### src/rtl/vx_irq_ctx_ctrl.sv
// Per-core IRQ controller: stalls one warp, saves its PC/tmask/GPRs, redirects it to an ISR vector, then restores it.
// Latency: 2 cycles from request to first context read on a drained warp; all handshakes hold valid+payload until ready.
module vx_irq_ctx_ctrl #(
    parameter int NUM_WARPS    = 4,
    parameter int NUM_THREADS  = 4,
    parameter int XLEN         = 32,
    parameter int NUM_SRC      = 4,
    parameter int NUM_CTX_REGS = 31,
    parameter int VEC_STRIDE   = 64,
    parameter int TIMEOUT      = 255,
    parameter int ALLOW_W0     = 0,
    localparam int WID_W       = $clog2(NUM_WARPS),
    localparam int SRC_W       = (NUM_SRC > 1) ? $clog2(NUM_SRC) : 1
) (
    input  logic                   i_clk,
    input  logic                   i_reset,
    input  logic [NUM_SRC-1:0]     i_irq_req,
    input  logic [NUM_SRC-1:0]     i_irq_mask,
    input  logic [XLEN-1:0]        i_isr_base,
    input  logic [NUM_WARPS-1:0]   i_warp_active,
    input  logic [NUM_WARPS-1:0]   i_warp_drained,
    input  logic [XLEN-1:0]        i_warp_pc,
    input  logic [NUM_THREADS-1:0] i_warp_tmask,
    output logic                   o_stall_valid,
    output logic [WID_W-1:0]       o_stall_wid,
    output logic                   o_redir_valid,
    input  logic                   i_redir_ready,
    output logic [XLEN-1:0]        o_redir_pc,
    output logic [NUM_THREADS-1:0] o_redir_tmask,
    output logic                   o_ctx_rd_valid,
    input  logic                   i_ctx_rd_ready,
    output logic [4:0]             o_ctx_rd_addr,
    input  logic [XLEN-1:0]        i_ctx_rd_data,
    output logic                   o_ctx_wr_valid,
    input  logic                   i_ctx_wr_ready,
    output logic [4:0]             o_ctx_wr_addr,
    output logic [XLEN-1:0]        o_ctx_wr_data,
    input  logic                   i_isr_done,
    output logic [NUM_SRC-1:0]     o_irq_ack,
    output logic                   o_irq_timeout,
    output logic                   o_busy
);
    localparam int CNT_W = $clog2(TIMEOUT + 1);

    typedef enum logic [2:0] {
        S_IDLE, S_WAIT, S_PC_SWAP, S_WAIT_ISR, S_REVERT
    } state_t;

    typedef enum logic [1:0] {
        PH_DRAIN, PH_MOVE, PH_REDIR
    } phase_t;

    state_t                 r_state, w_state_nxt;
    phase_t                 r_phase;
    logic [SRC_W-1:0]       r_src, w_src;
    logic [WID_W-1:0]       r_wid, w_tgt;
    logic                   w_tgt_vld;
    logic [NUM_SRC-1:0]     w_pending;
    logic [CNT_W-1:0]       r_cnt;
    logic [4:0]             r_idx;
    logic [XLEN-1:0]        r_pc, r_redir_pc;
    logic [NUM_THREADS-1:0] r_tmask, r_redir_tmask;
    logic [NUM_SRC-1:0]     r_irq_ack;
    logic                   r_irq_timeout;
    logic [XLEN-1:0]        r_ctx [NUM_CTX_REGS];
    logic                   w_rd_fire, w_wr_fire, w_redir_fire, w_drained, w_last, w_cnt_end;

    assign w_pending = i_irq_req & i_irq_mask;

    always_comb begin
        w_src = '0;
        for (int s = NUM_SRC - 1; s >= 0; s--) begin
            if (w_pending[s]) w_src = SRC_W'(s);
        end
    end

    // Warp 0 is only a fallback so the core never loses its last running warp by default.
    always_comb begin
        w_tgt     = '0;
        w_tgt_vld = 1'b0;
        for (int w = NUM_WARPS - 1; w >= 1; w--) begin
            if (i_warp_active[w]) begin
                w_tgt     = WID_W'(w);
                w_tgt_vld = 1'b1;
            end
        end
        if (!w_tgt_vld && (ALLOW_W0 != 0) && i_warp_active[0]) begin
            w_tgt     = '0;
            w_tgt_vld = 1'b1;
        end
    end

    assign w_drained = i_warp_drained[r_wid];
    assign w_last    = (r_idx == 5'(NUM_CTX_REGS));
    assign w_cnt_end = (r_cnt == CNT_W'(TIMEOUT - 1));

    assign o_stall_valid  = (r_state == S_WAIT) || (r_state == S_PC_SWAP) || (r_state == S_REVERT);
    assign o_stall_wid    = r_wid;
    assign o_busy         = (r_state != S_IDLE);
    assign o_ctx_rd_valid = (r_state == S_PC_SWAP) && (r_phase == PH_MOVE);
    assign o_ctx_rd_addr  = r_idx;
    assign o_ctx_wr_valid = (r_state == S_REVERT) && (r_phase == PH_MOVE);
    assign o_ctx_wr_addr  = r_idx;
    assign o_ctx_wr_data  = o_ctx_wr_valid ? r_ctx[r_idx - 5'd1] : '0;
    assign o_redir_valid  = ((r_state == S_PC_SWAP) || (r_state == S_REVERT)) && (r_phase == PH_REDIR);
    assign o_redir_pc     = r_redir_pc;
    assign o_redir_tmask  = r_redir_tmask;
    assign o_irq_ack      = r_irq_ack;
    assign o_irq_timeout  = r_irq_timeout;

    assign w_rd_fire    = o_ctx_rd_valid & i_ctx_rd_ready;
    assign w_wr_fire    = o_ctx_wr_valid & i_ctx_wr_ready;
    assign w_redir_fire = o_redir_valid & i_redir_ready;

    always_comb begin
        w_state_nxt = r_state;
        case (r_state)
            S_IDLE:     if ((w_pending != '0) && w_tgt_vld) w_state_nxt = S_WAIT;
            S_WAIT: begin
                if (w_drained)      w_state_nxt = S_PC_SWAP;
                else if (w_cnt_end) w_state_nxt = S_IDLE;
            end
            S_PC_SWAP:  if (w_redir_fire) w_state_nxt = S_WAIT_ISR;
            S_WAIT_ISR: if (i_isr_done)   w_state_nxt = S_REVERT;
            S_REVERT:   if (w_redir_fire) w_state_nxt = S_IDLE;
            default:    w_state_nxt = S_IDLE;
        endcase
    end

    always_ff @(posedge i_clk) begin
        if (!i_reset) begin
            r_state       <= S_IDLE;
            r_phase       <= PH_DRAIN;
            r_src         <= '0;
            r_wid         <= '0;
            r_cnt         <= '0;
            r_idx         <= '0;
            r_pc          <= '0;
            r_tmask       <= '0;
            r_redir_pc    <= '0;
            r_redir_tmask <= '0;
            r_irq_ack     <= '0;
            r_irq_timeout <= 1'b0;
        end else begin
            r_state       <= w_state_nxt;
            r_irq_ack     <= '0;
            r_irq_timeout <= 1'b0;
            case (r_state)
                S_IDLE: begin
                    if (w_state_nxt == S_WAIT) begin
                        r_src <= w_src;
                        r_wid <= w_tgt;
                        r_cnt <= '0;
                    end
                end
                S_WAIT: begin
                    if (w_drained) begin
                        r_pc    <= i_warp_pc;
                        r_tmask <= i_warp_tmask;
                        r_idx   <= 5'd1;
                        r_phase <= PH_MOVE;
                    end else if (w_cnt_end) begin
                        r_irq_timeout <= 1'b1;
                    end else begin
                        r_cnt <= r_cnt + 1'b1;
                    end
                end
                S_PC_SWAP: begin
                    if (w_rd_fire) begin
                        if (w_last) begin
                            r_phase       <= PH_REDIR;
                            r_redir_pc    <= i_isr_base + XLEN'(r_src) * XLEN'(VEC_STRIDE);
                            r_redir_tmask <= NUM_THREADS'(1);
                        end else begin
                            r_idx <= r_idx + 5'd1;
                        end
                    end
                    if (w_redir_fire) r_irq_ack <= NUM_SRC'(1) << r_src;
                end
                S_WAIT_ISR: begin
                    if (i_isr_done) r_phase <= PH_DRAIN;
                end
                S_REVERT: begin
                    if (r_phase == PH_DRAIN && w_drained) begin
                        r_phase <= PH_MOVE;
                        r_idx   <= 5'd1;
                    end else if (w_wr_fire) begin
                        if (w_last) begin
                            r_phase       <= PH_REDIR;
                            r_redir_pc    <= r_pc;
                            r_redir_tmask <= r_tmask;
                        end else begin
                            r_idx <= r_idx + 5'd1;
                        end
                    end
                end
                default: ;
            endcase
        end
    end

    // Saved context is don't-care after reset, so the buffer carries no reset.
    always_ff @(posedge i_clk) begin
        if (w_rd_fire) r_ctx[r_idx - 5'd1] <= i_ctx_rd_data;
    end

endmodule

### config.mk
export PLATFORM = sky130hd
export DESIGN_NAME = vx_irq_ctx_ctrl
export DESIGN_NICKNAME = d
export VERILOG_FILES = /design/src/rtl/vx_irq_ctx_ctrl.sv
export SDC_FILE = /design/constraint.sdc
export NUM_CORES = 1
export LEC_CHECK = 0
export BUFFER_PORTS_ARGS = -buffer_cell sky130_fd_sc_hd__buf_4
export CORE_MARGIN = 2
export CORE_UTILIZATION = 45
export CTS_BUF_LIST = sky130_fd_sc_hd__clkbuf_16
export DETAILED_ROUTE_END_ITERATION = 16
export SLEW_MARGIN = 30
export SYNTH_ARGS = -nofsm -noshare
export SYNTH_HDL_FRONTEND = slang
export SYNTH_SLANG_ARGS = --single-unit
### constraint.sdc
create_clock -name i_clk -period 7.75 [get_ports i_clk]
set_input_delay 0.3875 -clock i_clk [delete_from_list [all_inputs] [get_ports i_clk]]
set_output_delay 0.3875 -clock i_clk [all_outputs]
set_load 0.01 [all_outputs]
---- Yosys cells after proc, flatten, opt, wreduce, memory -nomap -nowiden ----
Memory sizes are Yosys's and may differ from the RTL's.
Cells that the tools add are included.
operators by class
  eq/ne operators ......................... 20
  reductions and logical operators ........ 24
  shift-type cells ........................ 1
  $mul .................................... 0
  add/subtract/negate cells ............... 4
  bitwise logic cells ..................... 6
  $lt $le $gt $ge ......................... 1
  multiplexer cells ....................... 52
  div/mod/pow operators ................... 0
operators with widths
  kind                                            number
  two-way mux 32 bit                              6
  one-hot mux 32 bit (2 select lines)             1
  adder 32 x 8 -> 32 bit                          1
  two-way mux 2 bit                               13
  two-way mux 5 bit                               5
  two-way mux 8 bit                               3
  two-way mux 4 bit                               5
  inequality test 2 bit (second input constant)   10
  two-way mux 3 bit                               6
  one-hot mux 8 bit (2 select lines)              1
  one-hot mux 3 bit (5 select lines)              1
  one-hot mux 5 bit (3 select lines)              1
  adder 8 x 1 -> 8 bit (second input constant)    1
  == test 8 bit (second input constant)           1
  one-hot mux 2 bit (4 select lines)              1
  one-hot mux 4 bit (2 select lines)              1
  AND reduction 4 bit                             2
  nonzero test 4 bit                              2
  two-way mux 1 bit                               7
  == test 3 x 1 -> 1 bit (second input constant)  2
  == test 3 x 2 -> 1 bit (second input constant)  2
  AND reduction 6 bit                             1
  nonzero test 3 bit                              2
  adder 5 x 1 -> 5 bit (second input constant)    1
  21 further kinds                                32
word-level totals
  logic and storage cells ................. 121
  register bits after elaboration ......... 99
  memories ................................ 1
  latch bits .............................. 0
  output and inout bits ................... 90
  input port bits ......................... 122
  memory bits (read-only) ................. 0
  bits in writable memories ............... 992
memory list
  memory  words  bits a word  read ports  clocked after Yosys merged registers in  wr ports  RTL line  text
  r_ctx   31     32           1           0                                        1         65        logic [XLEN-1:0] r_ctx [NUM_CTX_REGS];

---- Depth between registers and ports, before layout ----
Gate-level depths: netlist of run 1.
  depth after elaboration ................. 9
  mapped depth ............................ 15
  depth with buffers taken out ............ 8

---- Least setup slack after synthesis of run 1 ----
OpenSTA, ideal clock, no wires.
  kind .................................... reg-to-reg
  start point ............................. register r_idx[0] (netlist: o_ctx_rd_addr[0])
  end point ............................... memory r_ctx[11][0], enable pin
  setup time .............................. 0.461 ns
  path buffers ............................ 8
  setup slack ............................. 2.321 ns
  required time ........................... 7.289 ns
  clock period less this slack ............ 5.429 ns
  stages on the path, launching flop included .. 13
  data arrival time ....................... 4.968 ns
  cells stage by stage .................... dfxtp_1 buf_2 buf_4 buf_4 buf_2 buf_2 inv_1 ha_1 buf_2 o31a_1 clkbuf_1 clkbuf_1 nor3_1
between the ends
  word-level cells in the longest chain between the ends .. 1
ends and longest elaborated chain
  element                    RTL line  text
  start: declaration         60        logic [4:0] r_idx;
  start signal: assignment   175       r_idx <= r_idx + 5'd1;
  start signal: assignment   193       r_idx <= r_idx + 5'd1;
  subtractor 5 x 1 -> 5 bit  204       if (w_rd_fire) r_ctx[r_idx - 5'd1] <= i_ctx_rd_data;
  end: declaration           65
Every way passes these cells.

---- Worst setup path in the final report of run 1 ----
  start point ............................. register r_idx[0] (netlist: o_ctx_rd_addr[0])
  end point ............................... output o_ctx_wr_data[30]
between the ends
  word-level cells in the longest chain between the ends .. 3
ends and longest elaborated chain
  element                    RTL line  text
  subtractor 5 x 1 -> 5 bit  104       assign o_ctx_wr_data = o_ctx_wr_valid ? r_ctx[r_idx - 5'd1] : '0;
  memory (31 x 32 bit)       n/a
  two-way mux 32 bit         104
  end: declaration           37        output logic [XLEN-1:0] o_ctx_wr_data,
Every way passes these cells.

==> results of run 1 <==
-- synth_stat cells (all sizes together), types with 3 or more instances --
library cell,number,area (um2)
nor2b,7,43.8
nor3b,7,52.6
nand2,179,672
o221ai,11,96.3
mux4,225,5070
dfxtp,99,1980
nor3,56,280
mux2,31,349
nor4,10,62.6
nand4,10,62.6
mux2i,64,641
o211ai,8,60.1
edfxtp,992,29800
a211o,5,43.8
or3,7,43.8
and4,3,26.3
ha,9,113
o21ai,46,230
a32o,25,250
xor2,17,149
a21o,5,37.5
a311o,3,30.0
and3,7,43.8
nand3b,5,37.5
a311oi,8,76.3
nor2,115,432
buf,52,279
a221oi,3,26.3
o31a,7,61.3
nand2b,6,37.5
o32ai,4,35.0
o22ai,38,238
inv,14,52.6
a211oi,8,70.1
or2,3,18.8
a22oi,3,22.5
xnor2,6,52.6
a21oi,98,490
nand3,55,280
clkbuf,95,357
-- power by group through the flow --
stage | Sequential [W] | Clock (W) | Combinational (W)
5_1_grt | 0.00648 | 0.00564 | 0.00218
2_1_floorplan | 0.00657 | 0 | 0.00145
4_1_cts | 0.00648 | 0.00542 | 0.00205
3_3_place_gp | 0.00660 | 0 | 0.00200
3_5_place_dp | 0.00660 | 0 | 0.00203
6_report | 0.00647 | 0.00532 | 0.00203
-- repair_timing --
| item | CTS | global route |
|---|---|---|
| resized for setup | 0 | 0 |
| hold buffers | 44 | 0 |
| endpoints found under the hold margin | 44 | 0 |
-- metal layers --
layer	global-route usage (%)	up-vias	share of wire (%)
li1	-	10200	-
met1	29.9	12400	43
met2	34.9	836	48
met3	3.92	159	6.8
met4	5.87	2	2.4
met5	0	-	0.012
-- logic make-up after synthesis --
family / share of synthesized area [%]
compound gates: 4.60
xor+xnor: 0.469
buf+inv: 1.60
simple gates: 5.02
mux: 14.1
flops: 73.9
fa+ha+maj: 0.309
-- layout make-up --
| type | instances | area (um2) |
|---|---|---|
| Clock buffer | 112 | 2800 |
| Multi-Input combinational cell | 1124 | 10800 |
| Clock inverter | 96 | 847 |
| Fill cell | 7483 | 44400 |
| Sequential cell | 1091 | 31800 |
| Tap cell | 1265 | 1580 |
| Inverter | 14 | 52.6 |
| Timing Repair Buffer | 315 | 2570 |
-- stage by stage --
| step | setup slack, ns | instances |
|---|---|---|
| 6_report | 2.74 | 4017 |
| 3_5_place_dp | 3.17 | 3765 |
| 3_3_place_gp | 2.92 | 3762 |
| 2_1_floorplan | 2.32 | 2376 |
| 5_1_grt | 2.44 | 4017 |
| 4_1_cts | 2.42 | 4017 |
-- worst max-delay path, stage by stage (launching register included) --
cell and delay [ns]:
dfxtp_4 0.72, inv_1 0.27, ha_1 0.45, nor2b_1 0.22, a21oi_1 0.25, o31a_2 0.52
buf_4 0.50, o21ai_0 0.20, nor3_2 0.56, buf_4 0.23
-- state kept, by name, indices dropped and copies added (netlist names) --
signal / flops
o_ctx_rd_addr: 5
r_pc: 32
r_phase: 2
r_ctx: 992
r_state: 3
r_cnt: 8
o_irq_timeout: 1
o_stall_wid: 2
o_irq_ack: 4
r_src: 2
o_redir_tmask: 4
r_tmask: 4
o_redir_pc: 32
-- final timing paths --
| kind | startpoint | to |
|---|---|---|
| worst max-delay path | o_ctx_rd_addr[0] | o_ctx_wr_data[30] |
| worst min-delay path | i_isr_base[20] | o_redir_pc[20] |
| worst max register to register | o_ctx_rd_addr[0] | r_ctx[17][18] |
| worst min register to register | r_pc[5] | r_pc[5] |
==> flow_metrics.tcl, run 1 <==
set metrics [dict create \
    synth.avg_cell_area_um2 18.1 \
    h-tree-depth 3 \
    post-route-util_pct 53.2 \
    netlist_area_um2 43000 \
    hold_viol 0 \
    cts_root_buf "clkbuf_16" \
    drv_cap 0 \
    cts_buffers 112 \
    cts_sinks 1091 \
    drive_gt1_share_pct 26.8 \
    rrSetupSlack_ns 3.20 \
    place_hpwl_um 57400 \
    setup_viol 0 \
    row_count 113 \
    placed_area_um2 46300 \
    wl_per_cell_um 26.3 \
    gp_congestion 0.858 \
    area.growth.synth_to_final_pct 17.3 \
    grt_max_degree 133 \
    grt_pass1_vias 24000 \
    clk_pin_slew_ns 0.06 \
    grt_overflow 0 \
    grt_pass1_wl_um 155000 \
    nets 2790 \
    dieArea_um2 98000 \
    cp_max_fo 31 \
    outcome "finished, final reports clean" \
    fp.dieW_um 313 \
    pwr-share-comb_pct 14.7 \
    min_period_ns 5.01 \
    ios 212 \
    drtIter0Drc 2378 \
    finalCritPeriodShare_pct 64.6 \
    yosys_warnings 0 \
    p_leak_nw 16.2 \
    routed_wl_um 106000 \
    synthFlopType "edfxtp_1" \
    pwr_density_cell_nw_per_um2 274 \
    rsz0062_at_grt "no" \
    synth_cell_types 70 \
    slew_headroom_pct 35.7 \
    vias 23500 \
    ys_seq_elements 1091 \
    async_flop_share_pct 0 \
    synthCells 2376 \
    numPortBuffers 210 \
    cp-start-kind "register" \
    min_path_cells 4 \
    clk_path_buf_depth 3 \
    end_kind "output port" \
    fin_total_pwr_w 0.0138 \
    die_h_um 313 \
    p_seq_share_pct 46.8 \
    final_cell_mix "edfxtp_1 (992), buf_4 (263), mux4_2 (225)" \
    switching_share_pct 24.6 \
    final.setup_skew_ns 0.0492 \
    cts_setup_buffers 0 \
    worstRegToRegCells 9 \
    worstHoldPathType "in -> reg" \
    synth_edf_count 992 \
    detail-route-antenna-nets 0 \
    antenna_found_initial 1 \
    synth_fp_nets 2508 \
    worst-setup-path-type "reg -> out" \
    cp.required_ns 7.36 \
    initial_utilization_pct 45.3 \
    worst_slew_pin_slew_ns 0.963 \
    n_antenna_cell 0 \
    postLayoutCellArea_um2 50400 \
    slew_viol_final 0 \
    final_common_cell "edfxtp_1" \
    p_sw_w 0.00340 \
    gr-usage-all-layers_pct 21.4 \
    peakVddDrop_v 0.000220 \
    critPathArrivalTime_ns 4.62 \
    finalSetupTns_ns 0 \
    ys_seq_area_share_pct 73.9 \
    drc_errors 0 \
    pwr-share-clk_pct 38.5 \
    firstDrtPassIters 6 \
    coreArea_um2 94900 \
    cts_tree "built" \
    fin_hold_ws_ns 0.0584 \
    max_freq_mhz 200 \
    clock_latency_ns 0.71 \
    via_per_inst 5.86 \
    internal_power_w 0.0104 \
]
(Power assumes the default switching activity.)
==> run 2: changes to the inputs <==
clock period = 4.4 ns   (was 7.75 ns; I/O delays follow)
==> run 2 against run 1 <==
Compared with the run above: sequential power increased by 76%; register-to-register slack worse by 2.4 ns; first-iteration DRC count is 15% higher; global-route usage rose by 0.64 points; routed wire length is 2.9% higher; design area up 1.8%; worst hold slack worse by 0.012 ns; sequential cell count did not move; clock skew fell by 0.019 ns; critical path depth rose by 1.
==> flow_metrics.tcl, run 2 (synthesis gave the netlist of run 1 again) <==
set metrics [dict create \
    outcome "finished, final reports clean" \
    pwr_density_cell_nw_per_um2 467 \
    largest_register_ffs 992 \
    regMostFlops "r_ctx" \
    grt_pass1_wl_um 160000 \
    max_freq_mhz 238 \
    postLayoutCellArea_um2 51300 \
    grt_overflow 0 \
    min_period_ns 4.20 \
    fin_cells 4117 \
    routed_wl_um 109000 \
    crit_slowest_cell "dfxtp_1" \
    drive_gt1_share_pct 26.9 \
    end_kind "output port" \
    met1_length_um 45800 \
    vias 24200 \
    die_h_um 313 \
    cp_slowest_stage_delay_ns 0.60 \
    grt_max_degree 99 \
    worst-setup-path-type "reg -> out" \
    initial_utilization_pct 45.3 \
    cp_max_fo 13 \
    p_seq_share_pct 47.5 \
    fp.dieW_um 313 \
    numPortBuffers 210 \
    internal_power_w 0.0180 \
    placed_area_um2 46700 \
    pre_cts_slack_ns 0.245 \
    detail-route-antenna-nets 0 \
    antenna_found_initial 3 \
    coreArea_um2 94900 \
    worstPathCellList "inv_1 -> ha_2 -> nor2b_1 -> a21oi_1 -> o31a_4 -> buf_6 -> o21ai_0 -> nor3_2 -> buf_4 -> buf_4" \
    critPathTopFamily "compound AO/OA/AOI/OAI gates" \
    fin_total_pwr_w 0.0240 \
    gp_congestion 0.866 \
    highest_layer "met5" \
    pwr-share-clk_pct 36.7 \
    row_count 113 \
    clock_latency_ns 0.70 \
    clk_pin_slew_ns 0.06 \
    pwr-share-comb_pct 15.8 \
    nFillCells 7346 \
    cts_buffers 110 \
    rrSetupSlack_ns 0.76 \
    clk_path_buf_depth 3 \
    place_hpwl_um 60600 \
    p_leak_nw 16.7 \
    dp_cells 3796 \
    via_per_inst 5.89 \
    drtIter0Drc 2725 \
    h-tree-depth 3 \
    worst_slew_pin_slew_ns 0.946 \
    slew_headroom_pct 36.8 \
    peakVddDrop_v 0.000341 \
    cp.required_ns 4.18 \
    wl_met3_um 8030 \
    final_common_cell "edfxtp_1" \
    grt_pass1_vias 24300 \
    cts_root_buf "clkbuf_16" \
    drc_errors 0 \
    rsz0062_at_grt "no" \
    critPathArrivalTime_ns 3.98 \
    cts_tree "built" \
    area.growth.synth_to_final_pct 19.4 \
    cp_num_buf_inv 4 \
    p_sw_w 0.00599 \
    cp_common_cell "buf_4" \
    wl_met2_um 51800 \
    final.setup_skew_ns 0.0302 \
    n_antenna_cell 0 \
    cp-start-kind "register" \
    nets 2889 \
    fin_hold_ws_ns 0.0468 \
    firstDrtPassIters 7 \
    fin_ws_ns 0.201 \
    worstHoldPathType "in -> reg" \
    wl_per_cell_um 26.4 \
    finalCritPeriodShare_pct 95.4 \
    slew_viol_final 0 \
    cts_sinks 1091 \
    switching_share_pct 25.0 \
    drv_cap 0 \
    hold_viol 0 \
    dieArea_um2 98000 \
    ios 212 \
    setup_viol 0 \
    gr-usage-all-layers_pct 22.1 \
    final_cell_mix "edfxtp_1 (992), buf_4 (283), mux4_2 (225)" \
]
==> run 2: cell count changes in the layout (fill, tap and decap cells not counted), sizes merged <==
cell / before / now
clkinv: 54 / 51
dlygate4sd3: 44 / 110
buf: 271 / 306
bufinv: 13 / 5
inv: 41 / 52
clkinvlp: 2 / 1
==> run 2: stage by stage <==
step           setup TNS (ns)  util, %
2_1_floorplan         -138.55        -
3_3_place_gp                0     49.3
3_5_place_dp                0     49.3
4_1_cts                     0     54.1
5_1_grt                     0     54.1
6_report                    0     54.1
==> run 2: power groups by stage <==
stage                     sequential [W]  combinational [W]  clock [W]
after floorplan                   0.0116            0.00256          0
after global placement            0.0116            0.00363          0
after detailed placement          0.0116            0.00367          0
after CTS                         0.0114            0.00379    0.00896
after global routing              0.0114            0.00407    0.00936
final                             0.0114            0.00379    0.00878
==> run 2: repair_timing <==
item                                    CTS  global route
hold buffers                            110             0
gates resized for setup                   4             5
setup endpoints to repair                 7             3
buffers inserted                          3             1
pin swaps                                 1             2
endpoints found under the hold margin  1068             0
==> run 2: final timing paths <==
| check | start | end | cells after the start |
|---|---|---|---|
| setup / recovery | o_ctx_rd_addr[1] | o_ctx_wr_data[30] | 10 |
| hold / removal | i_isr_base[6] | o_redir_pc[6] | 4 |
| setup reg to reg | o_ctx_rd_addr[0] | r_ctx[30][5] | 9 |
| hold reg to reg | o_redir_tmask[2] | o_redir_tmask[2] | 2 |
==> run 2: worst reg2reg max path: cells and delay by family (launching register included) <==
kind,cells,cell delay (ns)
compound gates,1,0.27
simple gates,3,1.26
flops,1,0.45
buf+inv,4,0.92
fa+ha+maj,1,0.41
==> run 2: final cells by class <==
class,count,area (um2),area share [%]
multi-input cells,1124,10900,21.2
clock inverters,95,607,1.18
clock buffers,112,2800,5.46
well taps,1265,1580,3.08
repair buffers,416,3660,7.13
flip-flops and latches,1091,31800,61.9
inverters,14,52.6,0.102
==> run 2: layer usage <==
metal | GRT usage (%) | vias to the layer above
li1 | - | 10400
met1 | 31.0 | 12600
met2 | 35.8 | 1046
met3 | 3.66 | 193
met4 | 6.54 | 2
met5 | 0 | -
==> run 3: changes to the inputs <==
CAP_MARGIN = 25   (was unset)
MAX_ROUTING_LAYER = met4   (was unset)
==> run 3 against run 2 <==
Compared with the run above: total power decreased by 0.14%; sequential cell count unchanged; critical path depth decreased by 1; fmax increased by 0.54%; via count decreased by 0.42%; sequential power about the same; worst hold slack improved by 0.00064 ns; clock power decreased by 0.5%; routed wire length increased by 1.2%; design area about the same; critical endpoint unchanged; largest power group unchanged.
==> flow_metrics.tcl, run 3 (synthesis gave the netlist of run 1 again) <==
set metrics [dict create \
    p_leak_nw 16.6 \
    wl_met3_um 7210 \
    routed_wl_um 110000 \
    grt_max_degree 111 \
    final.setup_skew_ns 0.0237 \
    row_count 113 \
    end_kind "output port" \
    h-tree-depth 3 \
    fp.dieW_um 313 \
    die_h_um 313 \
    pwr_density_cell_nw_per_um2 466 \
    setup_viol 0 \
    p_seq_share_pct 47.6 \
    finalCritPeriodShare_pct 94.9 \
    dieArea_um2 98000 \
    switching_share_pct 25.0 \
    cp.required_ns 4.18 \
    cp_max_fo 35 \
    grt_overflow 0 \
    initial_utilization_pct 45.3 \
    fin_cells 4108 \
    p_sw_w 0.00598 \
    cts_buffers 108 \
    cp_common_cell "buf_4" \
    cp-start-kind "register" \
    pre_cts_slack_ns 0.337 \
    critPathTopFamily "buffers and inverters" \
    numPortBuffers 210 \
    highest_layer "met4" \
    dp_cells 3795 \
    detail-route-antenna-nets 0 \
    drc_errors 0 \
    final_cell_mix "edfxtp_1 (992), buf_4 (280), mux4_2 (225)" \
    critPathArrivalTime_ns 3.96 \
    wl_met2_um 54000 \
    pwr-share-comb_pct 15.9 \
    worst-setup-path-type "reg -> out" \
    cp_slowest_stage_delay_ns 0.54 \
    outcome "finished, final reports clean" \
    final_common_cell "edfxtp_1" \
    wl_per_cell_um 26.8 \
    clock_latency_ns 0.70 \
    nets 2887 \
    ios 212 \
    gp_congestion 0.882 \
    cts_tree "built" \
    drtIter0Drc 2754 \
    rsz0062_at_grt "no" \
    clk_path_buf_depth 3 \
    internal_power_w 0.0179 \
    min_period_ns 4.18 \
    crit_slowest_cell "dfxtp_4" \
    largest_register_ffs 992 \
    finalSetupTns_ns 0 \
    drive_gt1_share_pct 26.8 \
    area.growth.synth_to_final_pct 19.4 \
    coreArea_um2 94900 \
    fin_ws_ns 0.224 \
    worst_slew_pin_slew_ns 0.969 \
    via_per_inst 5.88 \
    peakVddDrop_v 0.000329 \
    hold_viol 0 \
    gr-usage-all-layers_pct 23.0 \
    cts_sinks 1091 \
    worstHoldPathType "in -> reg" \
    cts_root_buf "clkbuf_16" \
    cp_num_buf_inv 4 \
    antenna_found_initial 1 \
    vias 24100 \
    drv_cap 0 \
    grt_pass1_vias 24200 \
    firstDrtPassIters 7 \
    grt_pass1_wl_um 161000 \
    met1_length_um 46600 \
    clk_pin_slew_ns 0.06 \
    regMostFlops "r_ctx" \
    max_freq_mhz 239 \
    place_hpwl_um 61200 \
    pwr-share-clk_pct 36.5 \
    slew_viol_final 0 \
    slew_headroom_pct 35.3 \
    worstPathCellList "buf_6 -> nor2_1 -> xnor2_1 -> o31a_4 -> buf_4 -> o22ai_1 -> nor3_2 -> buf_4 -> buf_4" \
]
## run 3: cell types whose count changed in the layout (fill, tap and decap cells not counted), moves of 2 or more
cell	change
clkinv_2	-2
inv_6	-2
clkinv_4	+3
buf_12	+2
clkbuf_16	-2
dlygate4sd3_1	+2
buf_4	-3
inv_1	-8
## run 3: layout make-up
type / instances / area, um2
Sequential cell: 1091 / 31800
Clock inverter: 87 / 613
Timing Repair Buffer: 416 / 3680
Antenna cell: 1 / 2.50
Tap cell: 1265 / 1580
Inverter: 14 / 52.6
Clock buffer: 110 / 2750
Fill cell: 7358 / 43500
Multi-Input combinational cell: 1124 / 10900
## run 3: per-layer routing
| metal | vias to the layer above | track usage, % |
|---|---|---|
| li1 | 10400 | - |
| met1 | 12600 | 31.4 |
| met2 | 979 | 36.9 |
| met3 | 160 | 3.30 |
| met4 | 0 | 5.75 |
| met5 | - | - |
## run 3: worst paths after layout
path / from / end / slack, ns / cells after the start
setup reg to reg: o_ctx_rd_addr[0] / r_ctx[17][31] / 0.73 / 8
hold reg to reg: o_redir_tmask[2] / o_redir_tmask[2] / 0.45 / 2
hold / removal: i_isr_base[9] / o_redir_pc[9] / 0.05 / 4
setup / recovery: o_ctx_rd_addr[0] / o_ctx_wr_data[30] / 0.22 / 9
## run 3: power groups by stage
stage / Clock [W] / Combinational (W) / Sequential (W)
6_report: 0.00874 / 0.00380 / 0.0114
5_1_grt: 0.00931 / 0.00408 / 0.0114
4_1_cts: 0.00894 / 0.00381 / 0.0114
3_5_place_dp: 0 / 0.00370 / 0.0116
3_3_place_gp: 0 / 0.00366 / 0.0116
2_1_floorplan: 0 / 0.00256 / 0.0116
## run 3: timing repair
| action | 4_1_cts | 5_1_grt |
|---|---|---|
| setup endpoints to repair | 4 | 1 |
| hold buffers | 112 | 0 |
| hold endpoints to repair | 1070 | 0 |
| pin swaps | 0 | 1 |
| gates resized for setup | 4 | 2 |
| buffers inserted | 0 | 2 |
## run 3: metrics by stage
step	util, %	cell area, um2	hold WS, ns	total power, W
floorplan	-	43000	0.319	0.0141
global placement	49.3	46700	0.440	0.0153
detailed placement	49.3	46800	0.444	0.0153
CTS	54.0	51300	0.00558	0.0241
global route	54.1	51300	0.0468	0.0248
finish	54.1	51300	0.0474	0.0239
## run 3: tightest hold or removal path: stages
cell and delay (ns):
buf_4 0.12, xor2_1 0.16, a211o_1 0.13, a21oi_1 0.05
